[src/rtl/sdram_pkg.sv]
// Shared types and constants for the SDRAM request front end.
package sdram_pkg;

  localparam int ADDR_W = 25;
  localparam int DATA_W = 32;

  // Burst-length codes carried untouched from requestor to controller.
  localparam logic [1:0] OPLEN_1 = 2'd0;
  localparam logic [1:0] OPLEN_2 = 2'd1;
  localparam logic [1:0] OPLEN_4 = 2'd2;
  localparam logic [1:0] OPLEN_8 = 2'd3;

  typedef enum logic [2:0] {
    ST_IDLE,
    ST_ISSUE,
    ST_WAIT,
    ST_RESP,
    ST_REF,
    ST_WAIT_REF
  } arb_state_t;

  typedef struct packed {
    logic [ADDR_W-1:0] addr;
    logic [1:0]        oplen;
    logic [DATA_W-1:0] wdata;
    logic              rw;
  } sdram_req_t;

endpackage

[src/rtl/sdram_refresh_timer.sv]
// Auto-refresh interval counter: raises pending every REFRESH_INTERVAL cycles
// and flags a sticky overrun if the previous refresh was never taken.
module sdram_refresh_timer #(
  parameter int REFRESH_INTERVAL = 780
) (
  input  logic clk,
  input  logic rst_n,
  input  logic ack,
  output logic pending,
  output logic overrun
);

  localparam int CNT_W = (REFRESH_INTERVAL > 1) ? $clog2(REFRESH_INTERVAL) : 1;
  localparam logic [CNT_W-1:0] RELOAD = CNT_W'(REFRESH_INTERVAL - 1);

  logic [CNT_W-1:0] cnt;
  logic             expire;

  assign expire = (cnt == '0);

  // A new expiry on the same cycle as an ack keeps pending set for the next refresh.
  always_ff @(posedge clk or negedge rst_n) begin
    if (!rst_n) begin
      cnt     <= RELOAD;
      pending <= 1'b0;
      overrun <= 1'b0;
    end else begin
      cnt <= expire ? RELOAD : cnt - 1'b1;
      if (expire)
        pending <= 1'b1;
      else if (ack)
        pending <= 1'b0;
      if (expire && pending && !ack)
        overrun <= 1'b1;
    end
  end

endmodule

[src/rtl/sdram_req_arbiter.sv]
// Two-port request front end for the SDRAM controller: 1-entry slot per port,
// round-robin grant, refresh injection at top priority, response routing.
module sdram_req_arbiter
  import sdram_pkg::*;
#(
  parameter int REFRESH_INTERVAL = 780
) (
  input  logic                   clk,
  input  logic                   rst_n,
  input  logic [1:0]             req_valid,
  output logic [1:0]             req_ready,
  input  logic [1:0][ADDR_W-1:0] req_addr,
  input  logic [1:0][1:0]        req_oplen,
  input  logic [1:0][DATA_W-1:0] req_wdata,
  input  logic [1:0]             req_rw,
  output logic [1:0]             resp_valid,
  output logic [DATA_W-1:0]      resp_rdata,
  output logic [ADDR_W-1:0]      c_addr,
  output logic [1:0]             c_oplen,
  output logic [DATA_W-1:0]      c_wdata,
  output logic                   c_rw,
  output logic                   c_enable,
  output logic                   c_refresh,
  input  logic                   c_ready,
  input  logic                   c_done,
  input  logic [DATA_W-1:0]      c_rdata,
  output logic                   refresh_overrun
);

  arb_state_t state;
  sdram_req_t slot [2];
  logic [1:0] slot_full;
  logic [1:0] load;
  logic [1:0] clr;
  logic       owner;
  logic       rr;
  logic       win;
  logic       ref_pending;
  logic       ref_ack;

  assign req_ready = ~slot_full;
  assign load      = req_valid & req_ready;
  assign clr       = (state == ST_RESP) ? (owner ? 2'b10 : 2'b01) : 2'b00;
  assign ref_ack   = (state == ST_IDLE) && c_ready && ref_pending;

  sdram_refresh_timer #(
    .REFRESH_INTERVAL(REFRESH_INTERVAL)
  ) u_timer (
    .clk     (clk),
    .rst_n   (rst_n),
    .ack     (ref_ack),
    .pending (ref_pending),
    .overrun (refresh_overrun)
  );

  // NOTE: default assigned first so every path through the block drives win; no latch.
  always_comb begin
    win = 1'b0;
    if (slot_full == 2'b11)
      win = rr;
    else
      win = slot_full[1];
  end

  always_ff @(posedge clk or negedge rst_n) begin
    if (!rst_n)
      slot_full <= 2'b00;
    else
      for (int i = 0; i < 2; i++) begin
        if (load[i])
          slot_full[i] <= 1'b1;
        else if (clr[i])
          slot_full[i] <= 1'b0;
      end
  end

  // NOTE: payload storage has no reset; slot_full alone says whether it is meaningful.
  always_ff @(posedge clk) begin
    for (int i = 0; i < 2; i++)
      if (load[i])
        slot[i] <= '{addr: req_addr[i], oplen: req_oplen[i],
                     wdata: req_wdata[i], rw: req_rw[i]};
  end

  // NOTE: strobes default low with non-blocking assignments; a later assignment in
  // the same cycle wins, which gives clean one-cycle pulses without ordering races.
  always_ff @(posedge clk or negedge rst_n) begin
    if (!rst_n) begin
      state      <= ST_IDLE;
      owner      <= 1'b0;
      rr         <= 1'b0;
      c_enable   <= 1'b0;
      c_refresh  <= 1'b0;
      c_addr     <= '0;
      c_oplen    <= OPLEN_1;
      c_wdata    <= '0;
      c_rw       <= 1'b0;
      resp_valid <= 2'b00;
      resp_rdata <= '0;
    end else begin
      c_enable   <= 1'b0;
      c_refresh  <= 1'b0;
      resp_valid <= 2'b00;
      unique case (state)
        ST_IDLE: begin
          if (c_ready) begin
            if (ref_pending) begin
              c_refresh <= 1'b1;
              state     <= ST_REF;
            end else if (|slot_full) begin
              owner    <= win;
              rr       <= ~win;
              {c_addr, c_oplen, c_wdata, c_rw} <= slot[win];
              c_enable <= 1'b1;
              state    <= ST_ISSUE;
            end
          end
        end
        ST_ISSUE: state <= ST_WAIT;
        ST_WAIT: begin
          if (c_done) begin
            resp_valid <= owner ? 2'b10 : 2'b01;
            resp_rdata <= c_rw ? '0 : c_rdata;
            state      <= ST_RESP;
          end
        end
        ST_RESP:     state <= ST_IDLE;
        ST_REF:      state <= ST_WAIT_REF;
        ST_WAIT_REF: if (c_done) state <= ST_IDLE;
        default:     state <= ST_IDLE;
      endcase
    end
  end

endmodule

[config.mk]
export PLATFORM = sky130hd
export DESIGN_NAME = sdram_req_arbiter
export DESIGN_NICKNAME = d
export VERILOG_FILES = /design/src/rtl/sdram_pkg.sv /design/src/rtl/sdram_refresh_timer.sv /design/src/rtl/sdram_req_arbiter.sv
export SDC_FILE = /design/constraint.sdc
export NUM_CORES = 1
export LEC_CHECK = 0
export CORE_MARGIN = 8
export CORE_UTILIZATION = 45
export CTS_BUF_LIST = sky130_fd_sc_hd__clkbuf_4 sky130_fd_sc_hd__clkbuf_8 sky130_fd_sc_hd__clkbuf_16
export DETAILED_ROUTE_END_ITERATION = 12
export DONT_BUFFER_PORTS = 1
export SLEW_MARGIN = 40
export SYNTH_ARGS = -nofsm -noshare
export SYNTH_HDL_FRONTEND = slang
export SYNTH_SLANG_ARGS = --single-unit
[constraint.sdc]
create_clock -name clk -period 4.1 [get_ports clk]
set_clock_uncertainty 0.2 [all_clocks]
set_input_delay 0.41 -clock clk [delete_from_list [all_inputs] [get_ports clk]]
set_output_delay 0.41 -clock clk [all_outputs]
set_load 0.02 [all_outputs]
After elaboration in Yosys (flattened, before gate mapping)
Memories as Yosys holds them, arrays and structs flattened. A register that Yosys moved wholly into a read port is not among the register bits.
Index checks and enable logic that the tools add are counted.
{"block": "classes", "eq_ne": 10, "n_bitwise": 4, "n_reduce_logical": 15, "n_mux": 30, "addsub": 1}
{"op": "two-way mux 32 bit", "count": 1}
{"op": "two-way mux 1 bit", "count": 18}
{"op": "two-way mux 3 bit", "count": 5}
{"op": "case mux 3 bit (5 select lines)", "count": 1}
{"op": "zero test 10 bit", "count": 1}
{"op": "two-way mux 10 bit", "count": 1}
{"op": "subtractor 10 x 1 -> 10 bit, second input constant", "count": 1}
{"op": "two-way mux 2 bit", "count": 4}
{"op": "AND reduction 4 bit", "count": 2}
{"op": "== test 3 x 2 -> 1 bit, second input constant", "count": 2}
{"op": "== test 3 bit, second input constant", "count": 2}
{"op": "!= test 2 bit, second input constant", "count": 3}
{"op": "nonzero test 2 bit", "count": 3}
{"op": "logical AND 1 bit", "count": 4}
{"op": "== test 3 x 1 -> 1 bit, second input constant", "count": 1}
{"op": "zero test 3 bit", "count": 1}
{"op": "!= test 3 x 1 -> 1 bit, second input constant", "count": 1}
{"op": "bitwise AND 2 bit", "count": 1}
{"op": "== test 2 bit, second input constant", "count": 1}
{"op": "zero test 1 bit", "count": 2}
{"op": "NOT 1 bit", "count": 2}
{"op": "NOT 2 bit", "count": 1}
{"op": "AND reduction 2 bit", "count": 1}
{"op": "OR reduction 2 bit", "count": 1}
{"block": "word_totals", "elab_cells": 73, "inputBits": 158, "output_inout_bits": 99, "ramBits": 120, "mem_count": 1, "register_bits": 55}
{"name": "slot", "words": 2, "width": 60, "read_ports": 1, "rd_clocked_by_memory_dff": 1, "write_ports": 2, "line_no": "sdram_req_arbiter.sv:31", "source": "sdram_req_t slot [2];"}

Longest topological paths before layout
{"block": "depth", "ltp_word": 5, "depth_mapped": 7, "mapped_depth_nobuf": 5}

Modules after synthesis
From an unflattened synthesis, not the netlist that was laid out.
{"block": "unflattened", "cells_unflattened": 707, "area_unflattened_um2": 9177.6}
{"mod": "sdram_req_arbiter", "n_inst": 1, "area_per_inst_um2": 8590.7, "seq_area_each_um2": 6180.9, "cells_per_inst": 654}
{"mod": "sdram_refresh_timer", "n_inst": 1, "area_per_inst_um2": 586.8, "seq_area_each_um2": 306.5, "cells_per_inst": 53}

Worst setup path after synthesis
OpenSTA, ideal clock, no wires.
{"block": "synth_timing", "path_type": "register to register", "start": "reg slot_full[1]", "end": "mem slot[1][0] in the netlist's numbering, enable pin", "stages_incl_launch_ff": 4, "t_required_ns": 3.416, "setup_slack_ns": 0.025, "arrival_ns": 3.391, "period_less_slack_ns": 4.075, "path_buffers": 2, "path_cell_list": "dfrtp_1 -> buf_2 -> buf_1 -> nor2b_1"}
{"item": "start, declared", "line_no": "sdram_req_arbiter.sv:32", "source": "logic [1:0] slot_full;"}
{"item": "start signal, assigned", "line_no": "sdram_req_arbiter.sv:67", "source": "slot_full <= 2'b00;"}
{"item": "start signal, assigned by index", "line_no": "sdram_req_arbiter.sv:71", "source": "slot_full[i] <= 1'b1;"}
{"item": "start signal, assigned by index", "line_no": "sdram_req_arbiter.sv:73", "source": "slot_full[i] <= 1'b0;"}
{"item": "end, declared", "line_no": "sdram_req_arbiter.sv:31"}

Worst setup path in the final report
{"block": "layout_timing", "start": "reg slot_full[1]", "end": "out req_ready[1]"}
{"block": "layout_via", "elab_chain_len": 1}
{"item": "NOT 2 bit", "line_no": "sdram_req_arbiter.sv:41", "source": "assign req_ready = ~slot_full;"}
{"item": "end, declared", "line_no": "sdram_req_arbiter.sv:11", "source": "output logic [1:0] req_ready,"}
No other way between the ends.

==> results.py <==
metrics = {
    "drt": {
        "via_per_inst": 5.75,
        "routed_wl_um": 25700,
        "drt-initial-drc-count": 564,
        "antenna_left": 0,
        "first_pass_iters": 5,
        "wire_per_inst_um": 22.7,
        "drc": 0,
        "via_count": 6501,
    },
    "cts": {
        "cts_buffer_depth": 3,
        "cts_inserted_buffers": 25,
        "clock_sinks": 235,
        "cts_tree": "done",
        "cts-root-buf": "clkbuf_16",
        "htree_levels": 1,
        "clk_pin_slew_ns": 0.06,
        "clk_latency_ns": 0.54,
        "postCtsSetupBuffers": 0,
    },
    "power_and_ir_drop": {
        "p_leak_nw": 4.30,
        "p_clk_share_pct": 27.6,
        "p_int_w": 0.00550,
        "power.density_nw_per_um2": 751,
        "pwr-share-comb_pct": 24.1,
        "p_sw_share_pct": 38.3,
        "switchingPower_w": 0.00341,
        "ir_worst_vdd_mv": 0.549,
        "power_frac_seq_pct": 48.3,
        "total_power_w": 0.00891,
    },
    "sta": {
        "fmax_mhz": 364,
        "rsz0062_at_grt": "no",
        "fin_setup_tns_ns": 0,
        "finalWorstPathRequiredPeriod_ns": 2.74,
        "fin_crit_sh_pct": 66.9,
        "finalSetupViolCount": 0,
        "layout_setup_ws_ns": 1.36,
        "relSlewSlack_pct": 44.9,
        "tightest_slew_ns": 0.826,
        "final_max_slew_viol_count": 0,
        "finalHoldViolCount": 0,
    },
    "min_path": {
        "hold_depth": 1,
        "hold_class": "in2reg",
    },
    "logic_synthesis": {
        "ys_seq_elements": 235,
        "syn_avg_cell_area_um2": 12.9,
        "synth_area_leaders": "edfxtp_1, dfrtp_1, o21ai_0, o211ai_1, a31oi_1",
        "yosysSeqAreaShare_pct": 71.4,
        "synth_common_cells": "edfxtp_1, dfrtp_1, o21ai_0",
        "synth_nets": 864,
        "synth_area_leader_cell": "edfxtp_1",
        "synth_most_common_cell": "edfxtp_1",
        "ys_types": 39,
        "synthArstFlopShare_pct": 48.9,
        "synth_enable_flop_cells": 120,
        "syn_area_um2": 9080,
        "syn_inst": 705,
        "synth-main-ff-cell": "edfxtp_1",
        "yosys_warnings": 0,
        "yosys.area.top_type_share_pct": 39.7,
    },
    "die": {
        "die_y_um": 158,
        "ios": 257,
        "core_area_um2": 20000,
        "num_rows": 52,
        "fp.dieW_um": 158,
        "die_area_um2": 25000,
        "start_util_pct": 45.3,
    },
    "placement": {
        "placed_cell_area_um2": 9330,
        "port-buffer-count": 0,
        "pre_cts_slack_ns": 1.69,
        "hpwl_um": 14800,
        "gp_congestion": 0.837,
    },
    "global_routing": {
        "antenna_found_initial": 2,
        "grt_usage_pct": 19.9,
        "grt_pass1_wl_um": 38600,
        "grt_max_degree": 116,
        "grt-ovfl-total": 0,
        "grt_pass1_vias": 6701,
    },
    "setup_path": {
        "crit_arrival_ns": 2.13,
        "cp-start-kind": "flop",
        "worstSetupPathType": "reg2out",
        "required_ns": 3.49,
        "reg2reg_depth": 4,
        "worstSetupEndpointType": "output port",
        "cp_max_fo": 62,
    },
    "finish": {
        "fin_area_um2": 11900,
        "num-nets-final": 998,
        "finish.utilization_pct": 59.2,
        "area_growth_pct": 30.6,
        "drive_above_1_share_pct": 9.67,
        "n_fill_cell": 1513,
    },
    "run_status": {
        "status": "finished clean",
    },
    "job": {
        "drv_cap": 0,
    },
}
-- power groups by stage --
stage,clock [W],sequential (W),combinational [W]
CTS,0.00251,0.00431,0.00209
floorplan,0,0.00406,0.00154
global placement,0,0.00432,0.00184
global route,0.00261,0.00438,0.00236
detailed placement,0,0.00435,0.00194
finish,0.00246,0.00431,0.00214
-- per-layer routing --
layer | part of all wire (%) | vias up | track usage, %
li1 | - | 2923 | -
met5 | 0 | - | 0
met1 | 37 | 3175 | 23.3
met4 | 3.3 | 0 | 7.23
met2 | 50 | 344 | 34.2
met3 | 10 | 59 | 5.87
-- worst paths after layout --
kind	start	end	slack, ns
min in group asynchronous	rst_n	c_addr[2]$_DFFE_PN0P_	0.34
hold / removal	req_valid[0]	slot[0][47]$_DFFE_PP_	0.03
setup / recovery	slot_full[1]$_DFFE_PN0P_	req_ready[1]	1.36
hold reg to reg	u_timer.cnt[0]$_DFF_PN1_	u_timer.cnt[0]$_DFF_PN1_	0.27
setup reg to reg	slot_full[1]$_DFFE_PN0P_	c_wdata[16]$_DFFE_PN0P_	1.63
max in group asynchronous	rst_n	c_rw$_DFFE_PN0P_	2.90
-- final cells by class --
class,count,area (µm²),area share (%)
Sequential cell,235,6490,54.7
Antenna cell,3,7.51,0.0633
Clock inverter,9,164,1.38
Inverter,6,25.0,0.211
Tap cell,270,338,2.85
Clock buffer,37,759,6.40
Multi-Input combinational cell,400,2370,20.0
Timing Repair Buffer,171,1710,14.4
-- logic make-up after synthesis --
| family | count (synthesis) | synth area share (%) |
|---|---|---|
| xor gates and xnor gates | 4 | 0.386 |
| and+or+nand+nor | 101 | 5.88 |
| AOI/OAI and AO/OA | 293 | 19.0 |
| DFF | 235 | 71.4 |
| buffers and inverters | 70 | 3.04 |
| muxes | 1 | 0.124 |
| adders and majority gates | 1 | 0.138 |
-- registers in the layout, indices dropped and copies added, names as in the netlist, 2 cells and up --
signal and cells:
resp_valid 2, resp_rdata 32, c_addr 25, state 3, c_wdata 32, c_oplen 2, slot_full 2, slot 120
u_timer.cnt 10
-- cell usage in the layout (no fill, tap or decap), types with 4 or more instances in the layout --
master	count
a21oi_1	64
a31oi_1	62
buf_4	12
bufinv_16	4
clkbuf_16	25
clkbuf_4	5
clkbuf_8	7
dfrtp_1	107
dfstp_2	5
dlygate4sd3_1	156
edfxtp_1	120
inv_1	4
nand2_1	37
nand2b_1	33
nor2_1	11
o211ai_1	60
o21ai_0	96
o31ai_1	4
-- worst max-delay path: stages (launching register included) --
cell,delay (ns)
dfrtp_2,0.69
buf_4,0.52
inv_4,0.36
-- stage by stage --
step / hold WS [ns] / std cells
after CTS: 0.00938 / 1127
after detailed placement: -0.0791 / 924
after global placement: -0.0788 / 923
after global routing: 0.0134 / 1130
after floorplan: -0.0856 / 705
final: 0.0276 / 1131
-- what timing repair did --
item	CTS	global route
endpoints found under the hold margin	270	0
hold buffers	157	0
resized for setup	0	0
(Power assumes the default switching activity.)
